==> config.mk <==
export PLATFORM = sky130hd
export DESIGN_NAME = lunc_encoder
export DESIGN_NICKNAME = d
export VERILOG_FILES = /design/src/rtl/lunc_pkg.sv /design/src/rtl/lunc_encoder.sv
export SDC_FILE = /design/constraint.sdc
export NUM_CORES = 1
export LEC_CHECK = 0
export CORE_MARGIN = 2
export CORE_UTILIZATION = 50
export DETAILED_ROUTE_END_ITERATION = 7
export GPL_TIMING_DRIVEN = 1
export PLACE_DENSITY = 0.79
export SLEW_MARGIN = 10
export SYNTH_ARGS = -nofsm -noshare
export SYNTH_HDL_FRONTEND = slang
export SYNTH_SLANG_ARGS = --single-unit
==> constraint.sdc <==
create_clock -name clock -period 3 [get_ports clock]
set_clock_uncertainty 0.2 [all_clocks]
set_input_delay 0.6 -clock clock [delete_from_list [all_inputs] [get_ports clock]]
set_output_delay 0.6 -clock clock [all_outputs]
set_load 0.02 [all_outputs]
==> src/rtl/lunc_pkg.sv <==
// Shared definitions for the case-transform escape-command encoder.
//   mode_e      : downstream case mode (N pass-through, L lower, U upper, C change)
//   ESC, CH_*   : escape byte and the four command letters
//   mode_letter : maps a mode to its command letter
//   state_e     : encoder output-sequencing states
package lunc_pkg;

    typedef enum logic [1:0] {
        MODE_N = 2'd0,
        MODE_L = 2'd1,
        MODE_U = 2'd2,
        MODE_C = 2'd3
    } mode_e;

    localparam logic [7:0] ESC  = 8'h1B;
    localparam logic [7:0] CH_L = 8'h4C;
    localparam logic [7:0] CH_U = 8'h55;
    localparam logic [7:0] CH_N = 8'h4E;
    localparam logic [7:0] CH_C = 8'h43;

    function automatic logic [7:0] mode_letter(input mode_e m);
        logic [7:0] ch;
        case (m)
            MODE_L:  ch = CH_L;
            MODE_U:  ch = CH_U;
            MODE_C:  ch = CH_C;
            default: ch = CH_N;
        endcase
        return ch;
    endfunction

    typedef enum logic [1:0] {
        S_IDLE = 2'd0,
        S_ESC  = 2'd1,
        S_CMD  = 2'd2,
        S_DATA = 2'd3
    } state_e;

endpackage

==> src/rtl/lunc_encoder.sv <==
// Escape-command encoder: turns (byte, requested mode) pairs into the
// ESC+letter command stream consumed by the case-transform filter.
// A command is inserted only when the requested mode differs from the mode
// established downstream, when a resync is pending, or when the byte is a
// literal ESC (which is carried by the command's own ESC).
//
// Ports:
//   clock, reset           rising-edge clock, async active-low reset
//   in_data/in_mode        source byte and its requested mode
//   in_valid/in_ready      source handshake (in_ready is combinational)
//   out_data/out_valid     registered encoded byte to the filter
//   out_ready              downstream accepts out_data
//   sync_req               pulse: force a command before the next data byte
//   cur_mode               mode currently established downstream
//   cmd_count              saturating count of ESC+letter pairs emitted
module lunc_encoder
    import lunc_pkg::*;
#(
    parameter int CNT_W         = 16,
    parameter bit FORCE_INITIAL = 1'b0
) (
    input  logic             clock,
    input  logic             reset,
    input  logic [7:0]       in_data,
    input  logic [1:0]       in_mode,
    input  logic             in_valid,
    output logic             in_ready,
    output logic [7:0]       out_data,
    output logic             out_valid,
    input  logic             out_ready,
    input  logic             sync_req,
    output logic [1:0]       cur_mode,
    output logic [CNT_W-1:0] cmd_count
);

    state_e           state_q, state_d;
    logic [7:0]       hold_byte_q, hold_byte_d;
    mode_e            hold_mode_q, hold_mode_d;
    mode_e            cur_mode_q, cur_mode_d;
    logic             force_q, force_d;
    logic [CNT_W-1:0] cmd_cnt_q, cmd_cnt_d;
    logic [7:0]       out_data_q, out_data_d;
    logic             out_valid_q, out_valid_d;

    logic  out_fire, cmd_fire, final_beat, in_fire, need_cmd, capture;
    mode_e mode_eff;

    always_comb begin
        out_fire   = out_valid_q && out_ready;
        cmd_fire   = (state_q == S_CMD) && out_fire;
        // A literal ESC ends on its command letter; no separate data beat.
        final_beat = (state_q == S_DATA) ||
                     ((state_q == S_CMD) && (hold_byte_q == ESC));
        in_ready   = (state_q == S_IDLE) || (final_beat && out_ready);
        in_fire    = in_valid && in_ready;

        // A byte captured on the edge that completes a command must see the
        // mode/force that command establishes, not the stale registers.
        mode_eff   = cmd_fire ? hold_mode_q : cur_mode_q;
        force_d    = (force_q && !cmd_fire) || sync_req;
        need_cmd   = (mode_e'(in_mode) != mode_eff) || force_d ||
                     (in_data == ESC);
        cur_mode_d = mode_eff;

        cmd_cnt_d = cmd_cnt_q;
        if (cmd_fire && (cmd_cnt_q != {CNT_W{1'b1}}))
            cmd_cnt_d = cmd_cnt_q + CNT_W'(1);

        state_d     = state_q;
        hold_byte_d = hold_byte_q;
        hold_mode_d = hold_mode_q;
        capture     = 1'b0;

        case (state_q)
            S_IDLE: capture = in_fire;
            S_ESC:  if (out_fire) state_d = S_CMD;
            S_CMD: begin
                if (out_fire) begin
                    if (hold_byte_q == ESC) begin
                        state_d = S_IDLE;
                        capture = in_fire;
                    end else begin
                        state_d = S_DATA;
                    end
                end
            end
            S_DATA: begin
                if (out_fire) begin
                    state_d = S_IDLE;
                    capture = in_fire;
                end
            end
            default: state_d = S_IDLE;
        endcase

        if (capture) begin
            hold_byte_d = in_data;
            hold_mode_d = mode_e'(in_mode);
            state_d     = need_cmd ? S_ESC : S_DATA;
        end

        // Output registers mirror the state being entered, so they hold
        // steady for free whenever back-pressure freezes the state.
        out_valid_d = (state_d != S_IDLE);
        case (state_d)
            S_ESC:   out_data_d = ESC;
            S_CMD:   out_data_d = mode_letter(hold_mode_d);
            S_DATA:  out_data_d = hold_byte_d;
            default: out_data_d = 8'h00;
        endcase
    end

    always_ff @(posedge clock or negedge reset) begin
        if (!reset) begin
            state_q     <= S_IDLE;
            hold_byte_q <= 8'h00;
            hold_mode_q <= MODE_N;
            cur_mode_q  <= MODE_N;
            force_q     <= FORCE_INITIAL;
            cmd_cnt_q   <= '0;
            out_data_q  <= 8'h00;
            out_valid_q <= 1'b0;
        end else begin
            state_q     <= state_d;
            hold_byte_q <= hold_byte_d;
            hold_mode_q <= hold_mode_d;
            cur_mode_q  <= cur_mode_d;
            force_q     <= force_d;
            cmd_cnt_q   <= cmd_cnt_d;
            out_data_q  <= out_data_d;
            out_valid_q <= out_valid_d;
        end
    end

    assign out_data  = out_data_q;
    assign out_valid = out_valid_q;
    assign cur_mode  = cur_mode_q;
    assign cmd_count = cmd_cnt_q;

endmodule

==> impl_metrics.tcl, run 1 <==
set metrics [dict create \
    period_needed_ps 2900 \
    timing.hold.ws_ps 215 \
    grt_overflow_total 0 \
    drv_cap 0 \
    clock_sinks 40 \
    dp_hpwl_mm 3.21 \
    htree_num_levels 2 \
    drt_first_pass_iters 5 \
    fin_cells 270 \
    crit_fanout 4 \
    antenna_found_initial 0 \
    status "finished clean" \
    port_buffers 42 \
    ir_drop_uv 544 \
    syn-cell-area_um2 1950 \
    cts_setup_buffers 0 \
    rsz0062_at_grt "no" \
    rrSetupSlack_ps 530 \
    rr_endpoint "out_data[2]$_DFF_PN0_" \
    worstMarginPinSlew_ps 843 \
    path_cells "or4b_4, nor2_1, o21ai_0, a21boi_0, dlygate4sd2_1" \
    core_um2 3720 \
    drt-initial-drc-count 139 \
    ys_ff_latch 40 \
    finalHoldViolCount 0 \
    fmax_mhz 345 \
    layout-drive-gt1-share_pct 13.1 \
    crit_family "simple AND/OR/NAND/NOR gates" \
    power_mw 2.22 \
    drv_slew 0 \
    clk_latency_ps 280 \
    r2r_start "hold_byte_q[5]$_DFF_PN0_" \
    drc 0 \
    cts.path.max_buffers 2 \
    start_util_pct 52.4 \
    finalInstanceArea_um2 2490 \
    mostFrequentLayoutCells "dfrtp_1, clkdlybuf4s50_1, nand2_1" \
    first_global_vias 1583 \
    wl_mm 4.17 \
    slowest_stage "or4b_4" \
    netlist-cell-type-count 44 \
    setup_violations 0 \
    dr_total_vias 1541 \
    grt_pass1_wl_mm 7.25 \
    fill_cells 309 \
    relSlewSlack_pct 43.8 \
    seq_area_frac_synth_pct 51.4 \
    endpoint_kind "output pin" \
    cp_slowest_stage_delay_ps 590 \
    yosysWarningCount 0 \
    path_buf_inv 1 \
    timing.final.crit_share_pct 96.5 \
    avgRoutedWirePerCell_um 15.5 \
    p_per_area_nw_per_um2 890 \
    die_w_um 66.4 \
    dieArea_um2 4410 \
    arrival_ps 2100 \
    cts_tree "yes" \
    postSynthAreaPerCell_um2 11.1 \
    drtAntennaViolNets 0 \
    cts_root_buffer "clkbuf_8" \
    path_class "reg -> out" \
    core.rowCount 22 \
    regArea_um2 1000 \
    dpl_cell_area_um2 2420 \
    nNetsFinal 240 \
    grt_max_degree 41 \
    multi_input_area_um2 898 \
    syn_nets 191 \
    die_h_um 66.4 \
    required_ps 2200 \
    synth_cells 175 \
    setup_tns_ps 0 \
    antenna-diode-count 0 \
    cts.clk_slew.worst_paths_ps 70 \
    dp.cells 265 \
    worstHoldPathType "in -> async" \
    cts-buffers-inserted 5 \
    pin_count 43 \
    area_delta_synth_final_pct 27.9 \
    track_usage_pct 21.9 \
    viasPerCell 5.71 \
    gp_congestion 0.894 \
    p_leak_nw 1.09 \
    ff2ff_path_depth 5 \
    start_kind "register" \
]
-- state kept, by name (all words and copies together) (netlist names) --
register	count
cur_mode	2
out_valid	1
cmd_count	16
hold_mode_q	2
out_data	8
hold_byte_q	8
force_q	1
state_q	2
-- cell usage after synthesis (all sizes together) --
| cell | instances | share of area [%] |
|---|---|---|
| or2b | 1 | 0.45 |
| inv | 9 | 1.7 |
| and2 | 2 | 0.71 |
| ha | 1 | 0.64 |
| mux4 | 1 | 1.3 |
| nor2 | 14 | 3.5 |
| o211ai | 3 | 1.9 |
| a32o | 1 | 0.58 |
| xnor2 | 10 | 4.5 |
| nand4b | 4 | 1.8 |
| nand4 | 4 | 1.3 |
| and3 | 8 | 2.7 |
| mux2i | 3 | 1.5 |
| o21ai | 6 | 2.1 |
| a211o | 1 | 0.45 |
| or3 | 2 | 0.64 |
| nor3 | 1 | 0.26 |
| a31o | 2 | 0.90 |
| buf | 2 | 0.77 |
| or4b | 2 | 1.2 |
| a211oi | 4 | 1.5 |
| and2b | 1 | 0.45 |
| a21boi | 1 | 0.39 |
| a21o | 1 | 0.45 |
| nand2 | 16 | 3.1 |
| o21a | 2 | 1.2 |
| dfrtp | 40 | 51 |
| a21oi | 2 | 0.51 |
| xor2 | 9 | 4.0 |
| o311a | 1 | 0.51 |
| nand3 | 12 | 3.1 |
| mux2 | 5 | 2.9 |
| a31oi | 3 | 0.96 |
| a21bo | 1 | 0.51 |
-- worst reg2reg max path, delay by kind of cell, from the launching register on --
kind / cells / cell delay (ps)
and+or+nand+nor: 3 / 940
muxes: 1 / 560
AOI/OAI and AO/OA: 1 / 280
DFF: 1 / 390
-- metal layers --
metal | vias up | GRT usage [%] | wire (µm)
met3 | 18 | 4.94 | 210
met5 | - | 0 | 0
met2 | 63 | 37.6 | 2180
met1 | 742 | 25.3 | 1650
met4 | 0 | 11.2 | 133
li1 | 718 | - | -
-- stage by stage --
step,utilization [%],setup WS (ps)
global placement,65.2,126
finish,67.0,104
detailed placement,65.2,28.0
floorplan,-,578
global route,67.0,2.65
CTS,67.0,130
-- layout make-up --
| class | count | share of cell area (%) |
|---|---|---|
| inverter | 9 | 1.36 |
| timing repair buffer | 44 | 17.2 |
| clock buffer | 5 | 2.76 |
| multi-input combinational | 124 | 36.1 |
| tap | 48 | 2.41 |
| sequential | 40 | 40.2 |
-- worst max path at each step --
stage,depth (start not counted),slack [ps],to,startpoint
CTS,5,130,in_ready,hold_byte_q[5]$_DFF_PN0_
global route,5,3,in_ready,hold_byte_q[5]$_DFF_PN0_
finish,5,100,in_ready,hold_byte_q[5]$_DFF_PN0_
detailed placement,4,30,in_ready,out_ready
global placement,6,130,out_data[2]$_DFF_PN0_,out_ready
floorplan,4,580,in_ready,hold_byte_q[5]$_DFF_PN0_
-- what timing repair did --
item	in CTS	in global routing
hold buffers	0	0
endpoints found under the hold margin	0	0
setup endpoints to repair	1	0
resized for setup	1	0
-- power by group --
part           total [mW]  switching (mW)  internal (mW)
logic                1.05           0.564          0.487
clock network       0.310           0.160          0.150
registers           0.854           0.136          0.718
total                2.22           0.861           1.35
-- cells by family after synthesis --
kind of cell / share of synthesized area, %
XOR/XNOR: 8.54
AO/OA/AOI/OAI: 11.9
adder cells (fa/ha/maj): 0.642
multiplexers: 5.78
AND/OR/NAND/NOR: 19.2
buffers and inverters: 2.50
flip-flops: 51.4
Power figures use the tool's default switching activity.
==> run 2: changes to the inputs <==
--- a/config.mk
+++ b/config.mk
@@ -5,8 +5,10 @@
 export SDC_FILE = /design/constraint.sdc
 export NUM_CORES = 1
 export LEC_CHECK = 0
+export ABC_CLOCK_PERIOD_IN_PS = 3000
 export CORE_MARGIN = 2
 export CORE_UTILIZATION = 50
+export CTS_CLUSTER_DIAMETER = 100
 export DETAILED_ROUTE_END_ITERATION = 7
 export GPL_TIMING_DRIVEN = 1
 export PLACE_DENSITY = 0.79
==> results of run 2 <==
No change in the layout: final DEF, timing and power equal those of run 1.
==> run 3: changes to the inputs <==
--- a/config.mk
+++ b/config.mk
@@ -5,8 +5,8 @@
 export SDC_FILE = /design/constraint.sdc
 export NUM_CORES = 1
 export LEC_CHECK = 0
-export ABC_CLOCK_PERIOD_IN_PS = 3000
-export CORE_MARGIN = 2
+export ABC_CLOCK_PERIOD_IN_PS = 2950
+export CORE_MARGIN = 4
 export CORE_UTILIZATION = 50
 export CTS_CLUSTER_DIAMETER = 100
 export DETAILED_ROUTE_END_ITERATION = 7
==> constraint.sdc (replaced) <==
create_clock -name clock -period 2.95 [get_ports clock]
set_clock_uncertainty 0.2 [all_clocks]
set_input_delay 0.59 -clock clock [delete_from_list [all_inputs] [get_ports clock]]
set_output_delay 0.59 -clock clock [all_outputs]
set_load 0.02 [all_outputs]
==> run 3 against run 2 <==
Against the previous run: count of clock-buffer cells in the layout grew 3; worst hold slack gained 3.0 ps; utilization grew 0.77 points; via count grew 1.4%; die area grew 12%; critical path type unchanged; largest cell class unchanged; largest power group unchanged; highest routed layer unchanged.
==> impl_metrics.tcl, run 3 (same netlist as run 1, synthesis figures left out) <==
set metrics [dict create \
    drt-initial-drc-count 99 \
    layout-drive-gt1-share_pct 13.7 \
    gp_congestion 0.878 \
    grt_max_degree 41 \
    dp_hpwl_mm 3.21 \
    arrival_ps 2010 \
    first_global_vias 1689 \
    crit_fanout 4 \
    p_per_area_nw_per_um2 915 \
    start_kind "register" \
    die_h_um 70.4 \
    regArea_um2 1000 \
    slowest_stage "or4b_4" \
    timing.hold.ws_ps 218 \
    endpoint_kind "output pin" \
    area_delta_synth_final_pct 29.4 \
    relSlewSlack_pct 42.7 \
    cts.clk_slew.worst_paths_ps 70 \
    worstMarginPinSlew_ps 860 \
    dieArea_um2 4960 \
    htree_num_levels 2 \
    start_util_pct 52.4 \
    port_buffers 42 \
    fill_cells 294 \
    p_leak_nw 1.11 \
    antenna_found_initial 0 \
    finalInstanceArea_um2 2520 \
    path_buf_inv 1 \
    clk_latency_ps 280 \
    setup_tns_ps 0 \
    required_ps 2160 \
    multi_input_area_um2 898 \
    rsz0062_at_grt "no" \
    wl_mm 4.41 \
    mostFrequentLayoutCells "dfrtp_1, clkdlybuf4s50_1, nand2_1" \
    avgRoutedWirePerCell_um 16.1 \
    cts_root_buffer "clkbuf_8" \
    worstHoldPathType "in -> async" \
    cts.path.max_buffers 2 \
    drt_first_pass_iters 5 \
    drv_slew 0 \
    core.rowCount 22 \
    path_cells "or4b_4, nor2_1, o21ai_0, a21boi_0, dlygate4sd2_1" \
    drv_cap 0 \
    die_w_um 70.4 \
    dr_total_vias 1562 \
    cts_hold_buffers 0 \
    status "finished clean" \
    crit_family "simple AND/OR/NAND/NOR gates" \
    cp_slowest_stage_delay_ps 600 \
    cts-buffers-inserted 5 \
    timing.final.crit_share_pct 94.8 \
    viasPerCell 5.70 \
    period_needed_ps 2800 \
    antenna-diode-count 0 \
    track_usage_pct 19.3 \
    drc 0 \
    finalHoldViolCount 0 \
    cts_setup_buffers 0 \
    dpl_cell_area_um2 2430 \
    nNetsFinal 241 \
    setup_violations 0 \
    pin_count 43 \
    final.setup.worst_slack_ps 153 \
    largest_register_ffs 16 \
    ir_drop_uv 511 \
    core_um2 3720 \
    grt_pass1_wl_mm 7.65 \
    fmax_mhz 358 \
    path_class "reg -> out" \
    preCtsSetupSlack_ps 112 \
    clock_sinks 40 \
    drtAntennaViolNets 0 \
    cts_tree "yes" \
    grt_overflow_total 0 \
]
## run 3: cell types whose count changed in the layout (fill, tap and decap cells not counted)
cell and delta:
clkbuf_1 +2, buf_4 +1, clkbuf_8 +1
## run 3: cell type report
class,count,area share [%]
Tap cell,48,2.38
Sequential cell,40,39.7
Multi-Input combinational cell,124,35.7
Clock buffer,8,3.57
Timing Repair Buffer,45,17.3
Inverter,9,1.34
## run 3: timing repair
item / in CTS / in global routing
setup endpoints to repair: 1 / 0
resized for setup: 1 / 0
endpoints found under the hold margin: 0 / 0
## run 3: routing by layer
| layer | share of wire [%] | GRT usage [%] | vias to the layer above |
|---|---|---|---|
| li1 | - | - | 725 |
| met1 | 41 | 22.1 | 762 |
| met2 | 52 | 33.3 | 67 |
| met3 | 6.0 | 5.61 | 8 |
| met4 | 1.4 | 8.09 | 0 |
| met5 | 0 | 0 | - |
## run 3: final timing paths
kind                                                from  slack [ps]                        end  depth (start not counted)
worst min register to register         force_q$_DFF_PN0_         300          force_q$_DFF_PN0_                          1
worst min-delay path                               reset         220  cmd_count[11]$_DFFE_PN0P_                          1
max in group asynchronous                          reset        1790   hold_byte_q[0]$_DFF_PN0_                          1
min in group clock                     force_q$_DFF_PN0_         300          force_q$_DFF_PN0_                          1
worst max register to register  hold_byte_q[5]$_DFF_PN0_         450      out_data[2]$_DFF_PN0_                          5
worst max-delay path            hold_byte_q[5]$_DFF_PN0_         150                   in_ready                          5
## run 3: per-stage QoR
step	total power, mW	util (%)	std cells
detailed placement	1.94	65.4	266
floorplan	1.55	-	175
CTS	2.31	67.8	274
global placement	1.90	65.4	266
finish	2.31	67.8	274
global route	2.45	67.8	274
## run 3: power by group
group	switching [mW]	internal, mW	leakage [nW]
Combinational	0.562	0.501	0.561
Sequential	0.151	0.731	0.498
Clock	0.172	0.191	0.0455
Total	0.885	1.42	1.11
## run 3: worst reg2reg max path: stages, from the launching register on
cell	delay (ps)
dfrtp_1	390
or4b_4	600
o21a_4	280
nor2_8	150
mux4_1	580
and2_2	210
